$ cat src/rtl/pipe_sched_pkg.sv
// Shared types and constants for the pipe spawn scheduler.
// The scheduler's speed-up feature is enabled with PIPE_SCHED_SPEEDUP_EN.
package pipe_sched_pkg;

    typedef enum logic [1:0] {
        IDLE,
        RUNNING,
        HOLD
    } sched_state_t;

    // Fibonacci feedback taps: bits 15, 13, 12 and 10.
    localparam logic [15:0] LFSR_TAPS         = 16'hB400;
    localparam logic [15:0] LFSR_DEFAULT_SEED = 16'hACE1;
    localparam int          GAP_Y_W           = 9;
    localparam int          SPAWN_COUNT_W     = 16;

endpackage

$ cat src/rtl/pipe_scheduler_if.sv
// Handshake bundle between the game controller, the scheduler and the pipe slots.
// master is the scheduler side; slave is the controller/slot side.
interface pipe_sched_if #(
    parameter int NUM_PIPES = 10
);
    import pipe_sched_pkg::*;

    logic                     clear;
    logic                     run;
    logic [NUM_PIPES-1:0]     pipe_done;
    logic [NUM_PIPES-1:0]     spawn;
    logic [GAP_Y_W-1:0]       gap_y;
    logic [NUM_PIPES-1:0]     active;
    logic                     overflow;
    logic [SPAWN_COUNT_W-1:0] spawn_count;

    modport master (
        input  clear, run, pipe_done,
        output spawn, gap_y, active, overflow, spawn_count
    );

    modport slave (
        output clear, run, pipe_done,
        input  spawn, gap_y, active, overflow, spawn_count
    );

endinterface

$ cat src/rtl/pipe_scheduler_lfsr16.sv
// 16-bit Fibonacci LFSR (shift left, feedback into bit 0) supplying gap heights.
module lfsr16
    import pipe_sched_pkg::*;
(
    input  logic        clk,
    input  logic        reset_n,
    input  logic [15:0] seed,
    input  logic        advance,
    output logic [15:0] value
);

    // NOTE: sequential state uses non-blocking assignments so every register
    // samples the pre-edge values of its neighbours.
    always_ff @(posedge clk or negedge reset_n) begin
        if (!reset_n) begin
            value <= seed;
        end else if (advance) begin
            value <= {value[14:0], ^(value & LFSR_TAPS)};
        end
    end

endmodule

$ cat src/rtl/pipe_scheduler.sv
// Decides when a new pipe enters and which slot takes it, with a random gap height.
// Optional spawn-rate speed-up is compiled in with PIPE_SCHED_SPEEDUP_EN.
module pipe_scheduler
    import pipe_sched_pkg::*;
#(
    parameter int          NUM_PIPES    = 10,
    parameter int          SPAWN_PERIOD = 50_000_000,
    parameter int          FIRST_DELAY  = 25_000_000,
    parameter int          GAP_Y_MIN    = 96,
    parameter logic [15:0] LFSR_SEED    = LFSR_DEFAULT_SEED,
    parameter int          SPEEDUP_STEP = 1_000_000,
    parameter int          MIN_PERIOD   = 20_000_000
) (
    input  logic         clk,
    input  logic         reset_n,
    pipe_sched_if.master bus
);

    localparam int TIMER_MAX = (SPAWN_PERIOD > FIRST_DELAY) ? SPAWN_PERIOD : FIRST_DELAY;
    localparam int TIMER_W   = $clog2(TIMER_MAX + 1);

    typedef logic [TIMER_W-1:0]   timer_t;
    typedef logic [NUM_PIPES-1:0] slots_t;

    sched_state_t             state;
    timer_t                   timer;
    timer_t                   reload_val;
    slots_t                   spawn_q;
    slots_t                   active_q;
    logic [GAP_Y_W-1:0]       gap_q;
    logic                     overflow_q;
    logic [SPAWN_COUNT_W-1:0] count_q;
    logic [15:0]              lfsr_value;

    slots_t free_slots;
    slots_t grant;
    logic   tick;
    logic   attempt;
    logic   success;

    // The timer only advances while a run is in progress and run is high;
    // HOLD with run high counts too, so a pause costs exactly its length.
    assign tick       = (state == RUNNING || state == HOLD) && bus.run;
    assign attempt    = tick && (timer == '0) && !bus.clear;
    assign free_slots = ~active_q;
    assign grant      = free_slots & (~free_slots + slots_t'(1));
    assign success    = attempt && (|free_slots);

    lfsr16 u_lfsr (
        .clk     (clk),
        .reset_n (reset_n),
        .seed    (LFSR_SEED),
        .advance (attempt),
        .value   (lfsr_value)
    );

`ifdef PIPE_SCHED_SPEEDUP_EN
    timer_t     period_q;
    logic [2:0] success_cnt;

    assign reload_val = period_q - timer_t'(1);

    always_ff @(posedge clk or negedge reset_n) begin
        if (!reset_n) begin
            period_q    <= timer_t'(SPAWN_PERIOD);
            success_cnt <= '0;
        end else if (bus.clear) begin
            period_q    <= timer_t'(SPAWN_PERIOD);
            success_cnt <= '0;
        end else if (success) begin
            success_cnt <= success_cnt + 3'd1;
            // Eighth success of a group: shorten the period, floored at MIN_PERIOD.
            if (success_cnt == 3'd7) begin
                if (int'(period_q) >= MIN_PERIOD + SPEEDUP_STEP) begin
                    period_q <= period_q - timer_t'(SPEEDUP_STEP);
                end else begin
                    period_q <= timer_t'(MIN_PERIOD);
                end
            end
        end
    end
`else
    localparam int unused_speedup_cfg = SPEEDUP_STEP + MIN_PERIOD;

    assign reload_val = timer_t'(SPAWN_PERIOD - 1);
`endif

    // NOTE: asynchronous active-low reset sits in the sensitivity list so the
    // outputs drop the instant reset_n falls, without waiting for a clock.
    always_ff @(posedge clk or negedge reset_n) begin
        if (!reset_n) begin
            state      <= IDLE;
            timer      <= '0;
            spawn_q    <= '0;
            gap_q      <= '0;
            active_q   <= '0;
            overflow_q <= 1'b0;
            count_q    <= '0;
        end else begin
            spawn_q <= '0;
            if (bus.clear) begin
                state      <= IDLE;
                timer      <= '0;
                active_q   <= '0;
                overflow_q <= 1'b0;
            end else begin
                // Slot choice used active_q as it stood before this edge.
                active_q <= (active_q & ~bus.pipe_done) | (success ? grant : '0);

                case (state)
                    IDLE: begin
                        if (bus.run) begin
                            state <= RUNNING;
                            timer <= timer_t'(FIRST_DELAY - 1);
                        end
                    end
                    RUNNING, HOLD: begin
                        if (!bus.run) begin
                            state <= HOLD;
                        end else begin
                            state <= RUNNING;
                            timer <= (timer == '0) ? reload_val : timer - timer_t'(1);
                        end
                    end
                    default: state <= IDLE;
                endcase

                if (success) begin
                    spawn_q <= grant;
                    gap_q   <= GAP_Y_W'(GAP_Y_MIN) + GAP_Y_W'(lfsr_value[7:0]);
                    count_q <= count_q + SPAWN_COUNT_W'(1);
                end else if (attempt) begin
                    overflow_q <= 1'b1;
                end
            end
        end
    end

    assign bus.spawn       = spawn_q;
    assign bus.gap_y       = gap_q;
    assign bus.active      = active_q;
    assign bus.overflow    = overflow_q;
    assign bus.spawn_count = count_q;

endmodule

$ cat src/flat_wrapper.sv
// flat-port wrapper written by rule: the top's interface ports become plain ports
module pipe_scheduler_flat import pipe_sched_pkg::*;
#(
    parameter int          NUM_PIPES    = 10,
    parameter int          SPAWN_PERIOD = 50_000_000,
    parameter int          FIRST_DELAY  = 25_000_000,
    parameter int          GAP_Y_MIN    = 96,
    parameter logic [15:0] LFSR_SEED    = LFSR_DEFAULT_SEED,
    parameter int          SPEEDUP_STEP = 1_000_000,
    parameter int          MIN_PERIOD   = 20_000_000
)
  (clk, reset_n, bus_clear, bus_run, bus_pipe_done, bus_spawn, bus_gap_y, bus_active, bus_overflow, bus_spawn_count);
  pipe_sched_if #(.NUM_PIPES(NUM_PIPES)) bus_i ();
  input  logic clk;
  input  logic reset_n;
  input wire logic [$bits(bus_i.clear)-1:0] bus_clear;
  input wire logic [$bits(bus_i.run)-1:0] bus_run;
  input wire logic [$bits(bus_i.pipe_done)-1:0] bus_pipe_done;
  output wire logic [$bits(bus_i.spawn)-1:0] bus_spawn;
  output wire logic [$bits(bus_i.gap_y)-1:0] bus_gap_y;
  output wire logic [$bits(bus_i.active)-1:0] bus_active;
  output wire logic [$bits(bus_i.overflow)-1:0] bus_overflow;
  output wire logic [$bits(bus_i.spawn_count)-1:0] bus_spawn_count;
  assign bus_i.clear = bus_clear;
  assign bus_i.run = bus_run;
  assign bus_i.pipe_done = bus_pipe_done;
  assign bus_spawn = bus_i.spawn;
  assign bus_gap_y = bus_i.gap_y;
  assign bus_active = bus_i.active;
  assign bus_overflow = bus_i.overflow;
  assign bus_spawn_count = bus_i.spawn_count;
  pipe_scheduler #(.NUM_PIPES(NUM_PIPES), .SPAWN_PERIOD(SPAWN_PERIOD), .FIRST_DELAY(FIRST_DELAY), .GAP_Y_MIN(GAP_Y_MIN), .LFSR_SEED(LFSR_SEED), .SPEEDUP_STEP(SPEEDUP_STEP), .MIN_PERIOD(MIN_PERIOD)) u_core (.clk(clk), .reset_n(reset_n), .bus(bus_i));
endmodule
$ cat config.mk
export PLATFORM = sky130hd
export DESIGN_NAME = pipe_scheduler_flat
export DESIGN_NICKNAME = d
export VERILOG_FILES = /design/src/rtl/pipe_sched_pkg.sv /design/src/rtl/pipe_scheduler_if.sv /design/src/rtl/pipe_scheduler_lfsr16.sv /design/src/rtl/pipe_scheduler.sv /design/src/flat_wrapper.sv
export SDC_FILE = /design/constraint.sdc
export NUM_CORES = 1
export LEC_CHECK = 0
export BUFFER_PORTS_ARGS = -buffer_cell sky130_fd_sc_hd__buf_4
export CAP_MARGIN = 25
export CORE_MARGIN = 2
export CORE_UTILIZATION = 35
export CTS_BUF_LIST = sky130_fd_sc_hd__clkbuf_16
export CTS_CLUSTER_SIZE = 14
export DETAILED_ROUTE_END_ITERATION = 10
export GPL_TIMING_DRIVEN = 0
export PLACE_DENSITY = 0.62
export SETUP_SLACK_MARGIN = 0.2
export SKIP_LAST_GASP = 1
export SLEW_MARGIN = 20
export SYNTH_ARGS = -nofsm -noshare
export SYNTH_HDL_FRONTEND = slang
export SYNTH_SLANG_ARGS = --single-unit
$ cat constraint.sdc
create_clock -name clk -period 5.6 [get_ports clk]
set_input_delay 0.28 -clock clk [delete_from_list [all_inputs] [get_ports clk]]
set_output_delay 0.28 -clock clk [all_outputs]
set_load 0.02 [all_outputs]
==> results of run 1 <==
## worst max-delay path by stage
stage | start | to | slack [ns] | cells after the start
final | u_core.state[1]$_DFFE_PN0P_ | u_core.bus.spawn_count[10]$_DFFE_PN0P_ | 2.85 | 8
after global routing | u_core.state[1]$_DFFE_PN0P_ | u_core.bus.spawn_count[6]$_DFFE_PN0P_ | 2.63 | 8
after CTS | u_core.state[1]$_DFFE_PN0P_ | u_core.bus.spawn_count[14]$_DFFE_PN0P_ | 2.86 | 8
after detailed placement | u_core.state[1]$_DFFE_PN0P_ | u_core.bus.spawn_count[14]$_DFFE_PN0P_ | 2.87 | 8
after global placement | u_core.state[1]$_DFFE_PN0P_ | u_core.bus.spawn_count[10]$_DFFE_PN0P_ | 2.92 | 8
after floorplan | u_core.timer[20]$_DFFE_PN0P_ | u_core.bus.active[8]$_DFF_PN0_ | 3.26 | 5
## registers in the layout (all words and copies together), names as in the netlist
| signal | flops |
|---|---|
| u_core.bus.overflow | 1 |
| u_core.bus.active | 10 |
| u_core.bus.gap_y | 9 |
| u_core.bus.spawn_count | 16 |
| u_core.timer | 26 |
| u_core.bus.spawn | 10 |
| u_core.u_lfsr.value | 16 |
| u_core.state | 2 |
## power breakdown
| group | internal [W] | leakage (nW) | switching (W) |
|---|---|---|---|
| clock network | 0.000313 | 0.136 | 0.000284 |
| logic | 0.0000601 | 1.05 | 0.000112 |
| registers | 0.000667 | 1.20 | 0.0000219 |
| total | 0.00104 | 2.39 | 0.000418 |
## per-stage QoR
stage / total power [W] / hold WS (ns) / std cells
6_report: 0.001458 / -0.01907 / 673
5_1_grt: 0.001525 / 0.06426 / 673
4_1_cts: 0.001471 / 0.04475 / 673
3_5_place_dp: 0.0008719 / 0.4138 / 657
3_3_place_gp: 0.0008663 / 0.4538 / 657
2_1_floorplan: 0.0008091 / -0.01559 / 430
## kinds of logic after synthesis
group / Yosys count
adder cells (fa/ha/maj): 6
XOR/XNOR: 19
buffers and inverters: 32
AO/OA/AOI/OAI: 79
flip-flops: 90
AND/OR/NAND/NOR: 185
multiplexers: 19
## metal layers
metal / wire (um) / global-route usage, %
met4: 185 / 6.104
met5: 0 / 0
met1: 4814 / 21.40
met3: 491 / 3.532
met2: 5000 / 27.10
## cell usage in the layout, fill, tap and decap left out, drive strengths merged, types with 11 or more instances in the layout
| cell | n |
|---|---|
| dfrtp | 82 |
| buf | 63 |
| nand2 | 48 |
| nor2 | 34 |
| o21ai | 23 |
| clkbuf | 23 |
| nor3 | 18 |
| inv | 18 |
| a21oi | 17 |
| nand3 | 15 |
| mux2 | 14 |
| nand4 | 12 |
| nor4 | 12 |
| xnor2 | 11 |
## layout make-up
class,instances,share of cell area (%)
Sequential cell,90,42.78
Multi-Input combinational cell,308,36.94
Timing Repair Buffer,59,8.448
Clock buffer,9,4.259
Tap cell,168,3.975
Buffer,18,1.325
Clock inverter,7,1.278
Inverter,14,0.9938
==> summary.txt, run 1 <==
Timing
  • Final Skew: 0.01099 ns
  • Minimum clock period: 2.755 ns
  • Hold Vio Cnt, Final: 14
  • Pins Over Slew Limit: 0
  • Slew @ Worst Pin: 0.8282 ns
  • Fin Hold WS: -0.01907 ns
  • RSZ-0062 raised after global routing: false
  • Setup TNS: 0 ns
  • Slew Limit Headroom: 44.78%
  • Final setup margin: 2.845 ns
  • Tcrit/Tclk final: approximately half
  • Final Setup Violations: 0
  • Fmax: 363.0 MHz

Routing
  • Drt wl/cell: 15.59 um
  • DR vias: 3,560
  • First-pass DRT Iterations: 4
  • Routed WL: 10,490 um
  • Antenna-violating nets left: 0
  • Iter 0 DRT Violations: 265
  • Vias per inst: 5.290
  • DR DRC count: 0

Global routing
  • Antenna violations before repair: 0
  • Gr usage total: between 10% and 20%
  • Total gr overflow: 0
  • First-pass GRT wire length: roughly 17,000 um
  • Largest net degree at the start of global routing: 91
  • Vias in the first global route: 3,514

Worst setup path
  • Delay-heaviest family, CP: simple AND/OR/NAND/NOR gates
  • FF-to-FF Start: u_core.state[1]$_DFFE_PN0P_
  • CP Launch Type: flip-flop
  • CP Buf/Inv Count: 2
  • Cells along the critical path: inv_1, ha_1, or4bb_1, nor4_1, nand3_1, clkbuf_1, nor3_1, xor2_1
  • Critical path endpoint category: flip-flop
  • Worst Path Max Fanout: 10
  • Crit-path max cell delay: ~0.5 ns
  • Worst Reg-to-Reg Cells: 8
  • CP Data Arrival Time: 3.03 ns
  • Worst path slowest cell: or4bb_1
  • Register-to-Register Setup Slack: 2.85 ns
  • Worst Setup Path Type: flip-flop to flip-flop
  • CP required: between 5 and 6 ns
  • R2r endpoint: u_core.bus.spawn_count[10]$_DFFE_PN0P_

Yosys
  • Main combinational cell family by area after synthesis: simple AND/OR/NAND/NOR gates
  • Mux cell area share after synthesis: 4.788%
  • Top-area cell type share of the netlist area: 47.30%
  • Gate Count Post-Synth: 430
  • XOR/XNOR Fraction of Synth Area: 3.836%
  • Yosys warnings: 0
  • Dominant cells by area after synthesis: dfrtp_1 (47%), dfstp_2 (4.8%), nand2_1 (4.2%), mux2_2 (3.4%), nor2_1 (2.9%)
  • Simple-gate area share of the yosys netlist: ~23%
  • Synth unique cells: 54
  • Adder-Cell Fraction of Synth Area: 1.731%
  • Async S/R FF share, synth: 100.0%
  • Count leader, synth: dfrtp_1
  • Post-synth EDFFs: 0
  • Post-synth top area cell: dfrtp_1
  • Syn nets: between 400 and 500
  • Register area share after synthesis: 52.15%
  • Post-Syn Area: 4338 sq um
  • Most used DFF post-synth: dfrtp_1
  • Compound-cell area share of the yosys netlist: about an eighth
  • Avg Inst Size Synth: 10.09 sq um
  • Yosys reg bits: 90
  • Synth top cells by count: dfrtp_1 (82), nand2_1 (48), nor2_1 (34)

Placement
  • DP Area: 4995 sq um
  • Port bufs: 59
  • Gpl congestion: 0.8184
  • Dpl ws: 2.871 ns
  • Hpwl dp: ~7400 um

Clock tree
  • CTS tree: built
  • Clock sinks: 90
  • CTS clk-pin slew, worst paths: 0.07 ns
  • Post-CTS setup buffer count: 0
  • Clock buffer depth: 2
  • Inserted Clock Buffers: 9
  • # resized after CTS: 0
  • # hold bufs at CTS: 0
  • Worst-Skew Late Latency: 0.35 ns
  • H-tree levels: 3
  • Root Buffer: clkbuf_16

Cells and area
  • Multi-input gate area: 1953 sq um
  • Post-route cell area: 5288 sq um
  • Diode count: 0
  • Fillcell total: between 1k and 1.5k
  • Reg area: 2262 sq um
  • Share of cells above drive strength 1: 22.97%
  • Layout area overhead: 21.89%
  • # nets final: 520
  • Final core utilization: 43.84%

Pwr
  • LEAKAGE: 2.391 nW
  • Worst VDD drop: roughly 0.15 mV
  • PD cells: 275.8 nW/um^2

Run
  • Number of max-cap violations: 0

Hold path
  • HP Class: primary input to async pin

Floorplan
  • Die H: 115.3 um
  • Core area: 12,060 sq um
  • Die Area: 13,300 sq um
  • Initial core utilization: 35.96%
  • Ports: 60
  • Die W: 115.3 um
  • # rows: 40

Run status
  • Failing checks: hold timing
  • Status: finished with violations
Note: power is estimated with default switching activity, not from simulation.
==> inputs of run 2 (changes only) <==
PLACE_DENSITY = 0.64   (was 0.62)
clock period = 2.5 ns   (was 5.6 ns; I/O delays follow)
==> summary.txt, run 2 (synthesized netlist as in run 1, its figures left out) <==
Timing
  • Pins Over Slew Limit: 0
  • Minimum clock period: ~2.3 ns
  • Tcrit/Tclk final: 93.81%
  • Final Setup Violations: 0
  • Hold Vio Cnt, Final: 0
  • Slew @ Worst Pin: about 0.71 ns
  • Final Skew: roughly 0.0075 ns
  • Setup TNS: 0 ns
  • Final setup margin: 0.1548 ns
  • Fmax: ~430 MHz
  • RSZ-0062 raised after global routing: true
  • Slew Limit Headroom: 52.51%

Floorplan
  • # rows: 40
  • Initial core utilization: a little over a third
  • Core area: 12,060 sq um
  • Ports: 60
  • Die W: 115.3 um
  • Die Area: 13,300 sq um
  • Die H: 115.3 um

Cells and area
  • Diode count: 0
  • Share of cells above drive strength 1: 38.55%
  • Layout area overhead: 36.86%
  • Biggest register: u_core.timer
  • Max FFs per register: 26
  • Post-route cell area: 5937 sq um
  • Most common cell after layout, fill and taps aside: buf_4
  • Commonest non-fill, non-tap cells in the layout: buf_4 (87), dfrtp_1 (79), nand2_1 (40)
  • # nets final: 552

Hold path
  • Beginning of the worst hold path: bus_pipe_done[9]
  • HP Class: primary input to flip-flop
  • Hold-critical path endpoint: u_core.bus.active[9]$_DFF_PN0_
  • WHS Path Cells: 4

Placement
  • Hpwl dp: 7302 um
  • Dpl ws: -0.2326 ns
  • Gpl congestion: 0.8747
  • Port bufs: 59
  • DP Area: 5019 sq um

Pwr
  • PD cells: 577.1 nW/um^2
  • LEAKAGE: 2.687 nW
  • Final Power: 0.003426 W
  • Worst VDD drop: approximately 0.31 mV

Routing
  • Iter 0 DRT Violations: 343
  • Drt wl/cell: about 16 um
  • DR vias: ~3.8k
  • Antenna-violating nets left: 0
  • Vias per inst: around 5.4
  • DR DRC count: 0
  • Routed WL: 11,290 um
  • First-pass DRT Iterations: 7

Clock tree
  • Inserted Clock Buffers: 9
  • Worst-Skew Late Latency: 0.35 ns
  • Root Buffer: clkbuf_16
  • H-tree levels: 3
  • CTS clk-pin slew, worst paths: 0.07 ns
  • Clock buffer depth: 2
  • Clock sinks: 90
  • CTS tree: built

Worst setup path
  • Delay-heaviest family, CP: simple AND/OR/NAND/NOR gates
  • Cells along the critical path: inv_2, ha_4, or4bb_4, nor4_4, nand3_2, buf_6, or3_4, a21oi_2
  • R2r endpoint: u_core.bus.active[4]$_DFF_PN0_
  • FF-to-FF Start: u_core.state[1]$_DFFE_PN0P_
  • CP Data Arrival Time: 2.61 ns
  • Register-to-Register Setup Slack: 0.15 ns
  • Worst Setup Path Type: flip-flop to flip-flop
  • CP Launch Type: flip-flop
  • Worst Reg-to-Reg Cells: 8
  • CP Buf/Inv Count: 2
  • Critical path endpoint category: flip-flop
  • Worst path slowest cell: or4bb_4
  • Crit-path max cell delay: ~0.48 ns
  • Worst Path Max Fanout: 6
  • CP required: 2.77 ns

Global routing
  • Vias in the first global route: 3,519
  • First-pass GRT wire length: 17,840 um
  • Antenna violations before repair: 0
  • Largest net degree at the start of global routing: 47
  • Gr usage total: 17.08%
  • Total gr overflow: 0

Run status
  • Status: finished, final reports clean

Run
  • Number of max-cap violations: 0
-- run 2: cell count changes in the layout (fill, tap and decap cells not counted), sizes merged --
| cell | change |
|---|---|
| buf | +30 |
| clkinv | +2 |
| clkinvlp | -2 |
| dlygate4sd3 | +2 |
-- run 2: how the worst max path moves through the flow --
| stage | start | to | slack, ns | cells after the start |
|---|---|---|---|---|
| floorplan | u_core.timer[20]$_DFFE_PN0P_ | u_core.bus.active[8]$_DFF_PN0_ | 0.16 | 5 |
| global placement | u_core.timer[7]$_DFFE_PN0P_ | u_core.timer[7]$_DFFE_PN0P_ | -0.20 | 7 |
| detailed placement | u_core.timer[7]$_DFFE_PN0P_ | u_core.timer[7]$_DFFE_PN0P_ | -0.23 | 7 |
| CTS | u_core.timer[0]$_DFFE_PN0P_ | u_core.bus.active[5]$_DFF_PN0_ | 0.12 | 9 |
| global route | u_core.state[1]$_DFFE_PN0P_ | u_core.bus.active[4]$_DFF_PN0_ | 0.07 | 8 |
| finish | u_core.state[1]$_DFFE_PN0P_ | u_core.bus.active[4]$_DFF_PN0_ | 0.15 | 8 |
-- run 2: worst register-to-register path, cell delays in order, from the launching register on --
cell and delay [ns]:
dfrtp_1 0.38, inv_2 0.06, ha_4 0.29, or4bb_4 0.48, nor4_4 0.28, nand3_2 0.17
buf_6 0.15, or3_4 0.32, a21oi_2 0.14
-- run 2: per-layer routing --
| layer | up-vias | share of wire (%) | track usage [%] |
|---|---|---|---|
| met5 | - | 0 | 0 |
| met2 | 135 | 50 | 28.42 |
| met1 | 1862 | 43 | 22.10 |
| met4 | 0 | 1.9 | 6.667 |
| li1 | 1756 | - | - |
| met3 | 20 | 5.1 | 3.110 |
-- run 2: layout make-up --
cell class	instances	area (sq um)
Multi-Input combinational cell	308	2273
Clock inverter	7	72.57
Sequential cell	90	2266
Buffer	18	117.6
Timing Repair Buffer	91	719.4
Clock buffer	9	225.2
Fill cell	1043	6125
Inverter	14	52.55
Tap cell	168	210.2
-- run 2: repair_timing --
| item | 4_1_cts | 5_1_grt |
|---|---|---|
| resized for setup | 44 | 51 |
| pin swaps | 10 | 36 |
| endpoints found under the setup margin | 75 | 62 |
| buffers inserted | 15 | 14 |
| hold buffers | 2 | 0 |
| hold endpoints to repair | 40 | 0 |
-- run 2: power by group --
group / internal, W / total [W] / switching, W
clock network: 0.000706 / 0.00136 / 0.000652
logic: 0.000216 / 0.000521 / 0.000305
registers: 0.00149 / 0.00155 / 0.0000530
total: 0.00242 / 0.00343 / 0.00101
-- run 2: metrics by stage --
step / util [%] / instances / hold WS (ns)
final: 49.22 / 705 / 0.02745
after detailed placement: 41.61 / 658 / 0.1727
after global routing: 49.22 / 705 / 0.04847
after floorplan: - / 430 / -0.1706
after global placement: 41.38 / 657 / 0.3388
after CTS: 46.77 / 691 / 0.02352
==> inputs of run 3 (changes only) <==
CORE_UTILIZATION = 30   (was 35)
PLACE_DENSITY = 0.58   (was 0.64)
REMOVE_ABC_BUFFERS = 1   (was not set)
SKIP_CTS_REPAIR_TIMING = 1   (was not set)
==> summary.txt, run 3 (synthesized netlist as in run 1, its figures left out) <==
Routing
  • Vias per inst: 5.187
  • Routed WL: about 11,000 um
  • Top sig layer: met4
  • Drt wl/cell: 15.76 um
  • Antenna-violating nets left: 0
  • Met1 wire length: 4946 um
  • Met3 WL post-DR: 458 um
  • First-pass DRT Iterations: 4
  • DR DRC count: 0
  • Met2 wire length: 5749 um
  • DR vias: between 3k and 4k
  • Iter 0 DRT Violations: 240

Cells and area
  • Commonest non-fill, non-tap cells in the layout: buf_4 (92), dfrtp_1 (81), nand2_1 (40)
  • Fillcell total: between 1k and 1.5k
  • Most common cell after layout, fill and taps aside: buf_4
  • Layout area overhead: 38.04%
  • Max FFs per register: 26
  • Post-route cell area: 5988 sq um
  • Final core utilization: 42.81%
  • Diode count: 0
  • Share of cells above drive strength 1: roughly 39%
  • Biggest register: u_core.timer
  • # nets final: ~550

Clock tree
  • Inserted Clock Buffers: 9
  • Root Buffer: clkbuf_16
  • CTS clk-pin slew, worst paths: 0.07 ns
  • Worst-Skew Late Latency: around 0.35 ns
  • Clock buffer depth: 2
  • CTS tree: built
  • H-tree levels: 3
  • Clock sinks: 90

Placement
  • Port bufs: 59
  • DP Area: 4943 sq um
  • Hpwl dp: 6886 um
  • Gpl congestion: 0.7398

Timing
  • Setup TNS: 0 ns
  • Fin Hold WS: roughly 0.044 ns
  • Tcrit/Tclk final: 97.44%
  • Minimum clock period: 2.436 ns
  • Final Skew: ~0.0093 ns
  • Slew Limit Headroom: a little over two fifths
  • Hold Vio Cnt, Final: 0
  • Pins Over Slew Limit: 0
  • Slew @ Worst Pin: between 0.8 and 0.9 ns
  • Final Setup Violations: 0
  • RSZ-0062 raised after global routing: true
  • Fmax: 410.5 MHz

Pwr
  • PD cells: approximately 570 nW/um^2
  • Clock share of power: 39.4%
  • Sequential power share: 45.4%
  • Logic pwr share: 15.2%
  • Switching Share: 28.90%
  • Worst VDD drop: 0.4564 mV
  • Sw Pwr: 0.0009855 W
  • Int Pwr: 0.002425 W
  • LEAKAGE: roughly 2.7 nW

Floorplan
  • Die Area: 15,440 sq um
  • Die W: 124.3 um
  • Die H: 124.3 um
  • Core area: 13,990 sq um
  • Ports: 60
  • # rows: 43
  • Initial core utilization: 31.01%

Global routing
  • Largest net degree at the start of global routing: 91
  • Gr usage total: 13.33%
  • Total gr overflow: 0
  • Vias in the first global route: between 3k and 4k
  • Antenna violations before repair: 0
  • First-pass GRT wire length: 17,000 um

Worst setup path
  • Cells along the critical path: inv_2, ha_4, or4b_4, nor4_4, buf_4, buf_6, and4_4, nand4_1, xnor2_1
  • Worst Setup Path Type: flip-flop to flip-flop
  • Critical path endpoint category: flip-flop
  • CP required: 2.73 ns
  • Worst Path Max Fanout: 7
  • CP Launch Type: flip-flop
  • Crit-path max cell delay: 0.47 ns
  • CP Data Arrival Time: 2.67 ns
  • Worst path slowest cell: or4b_4

Hold path
  • HP Class: primary input to flip-flop

Run status
  • Status: finished, final reports clean

Run
  • Number of max-cap violations: 0
[run 3: cell types whose count changed in the layout (fill, tap and decap cells not counted), sizes merged]
cell    previous run  this run
clkbuf            23         9
buf               93       104
nand3             15        18
clkinv             2         1
inv               18        19
[run 3: worst paths after layout]
| check | start | end | slack, ns | cells after the start |
|---|---|---|---|---|
| worst min register to register | u_core.bus.spawn_count[15]$_DFFE_PN0P_ | u_core.bus.spawn_count[15]$_DFFE_PN0P_ | 0.47 | 1 |
| min in group asynchronous | reset_n | u_core.bus.spawn[3]$_DFF_PN0_ | 0.41 | 2 |
| max in group asynchronous | reset_n | u_core.timer[7]$_DFFE_PN0P_ | 1.46 | 2 |
| worst max register to register | u_core.timer[0]$_DFFE_PN0P_ | u_core.bus.spawn_count[4]$_DFFE_PN0P_ | 0.06 | 9 |
| worst max-delay path | u_core.timer[0]$_DFFE_PN0P_ | u_core.bus.spawn_count[4]$_DFFE_PN0P_ | 0.06 | 9 |
| worst min-delay path | bus_pipe_done[4] | u_core.bus.active[4]$_DFF_PN0_ | 0.04 | 3 |
[run 3: metrics by stage]
stage	power [W]	setup slack (ns)	cells
after global routing	0.003558	-0.003123	717
after global placement	0.001919	-1.030	651
after detailed placement	0.001933	-1.133	651
after CTS	0.003277	-1.144	667
final	0.003410	0.06405	717
after floorplan	0.001796	-0.5129	412
[run 3: layer usage]
metal / global-route usage (%) / vias up
met4: 4.759 / 0
met2: 21.99 / 72
met3: 2.620 / 10
li1: - / 1761
met1: 17.47 / 1876
met5: 0 / -
[run 3: critical path: cells and delay by family (launching register included)]
| family | cells | cell delay, ns |
|---|---|---|
| AND/OR/NAND/NOR | 4 | 1.21 |
| buffers and inverters | 3 | 0.42 |
| flip-flops | 1 | 0.40 |
| XOR/XNOR | 1 | 0.16 |
| adder cells (fa/ha/maj) | 1 | 0.13 |
[run 3: final cells by class]
cell class	instances	area, sq um	area share [%]
clock buffers	9	225.2	3.761
clock inverters	7	67.56	1.128
inverters	14	52.55	0.8776
multi-input cells	311	2292	38.28
flip-flops and latches	90	2263	37.80
well taps	180	225.2	3.761
repair buffers	106	862.1	14.40
[run 3: power groups by stage]
stage	logic, W	clock network [W]	registers, W
after floorplan	0.000233	0	0.00156
after global placement	0.000352	0	0.00157
after detailed placement	0.000363	0	0.00157
after CTS	0.000366	0.00137	0.00154
after global routing	0.000566	0.00144	0.00156
final	0.000519	0.00134	0.00155
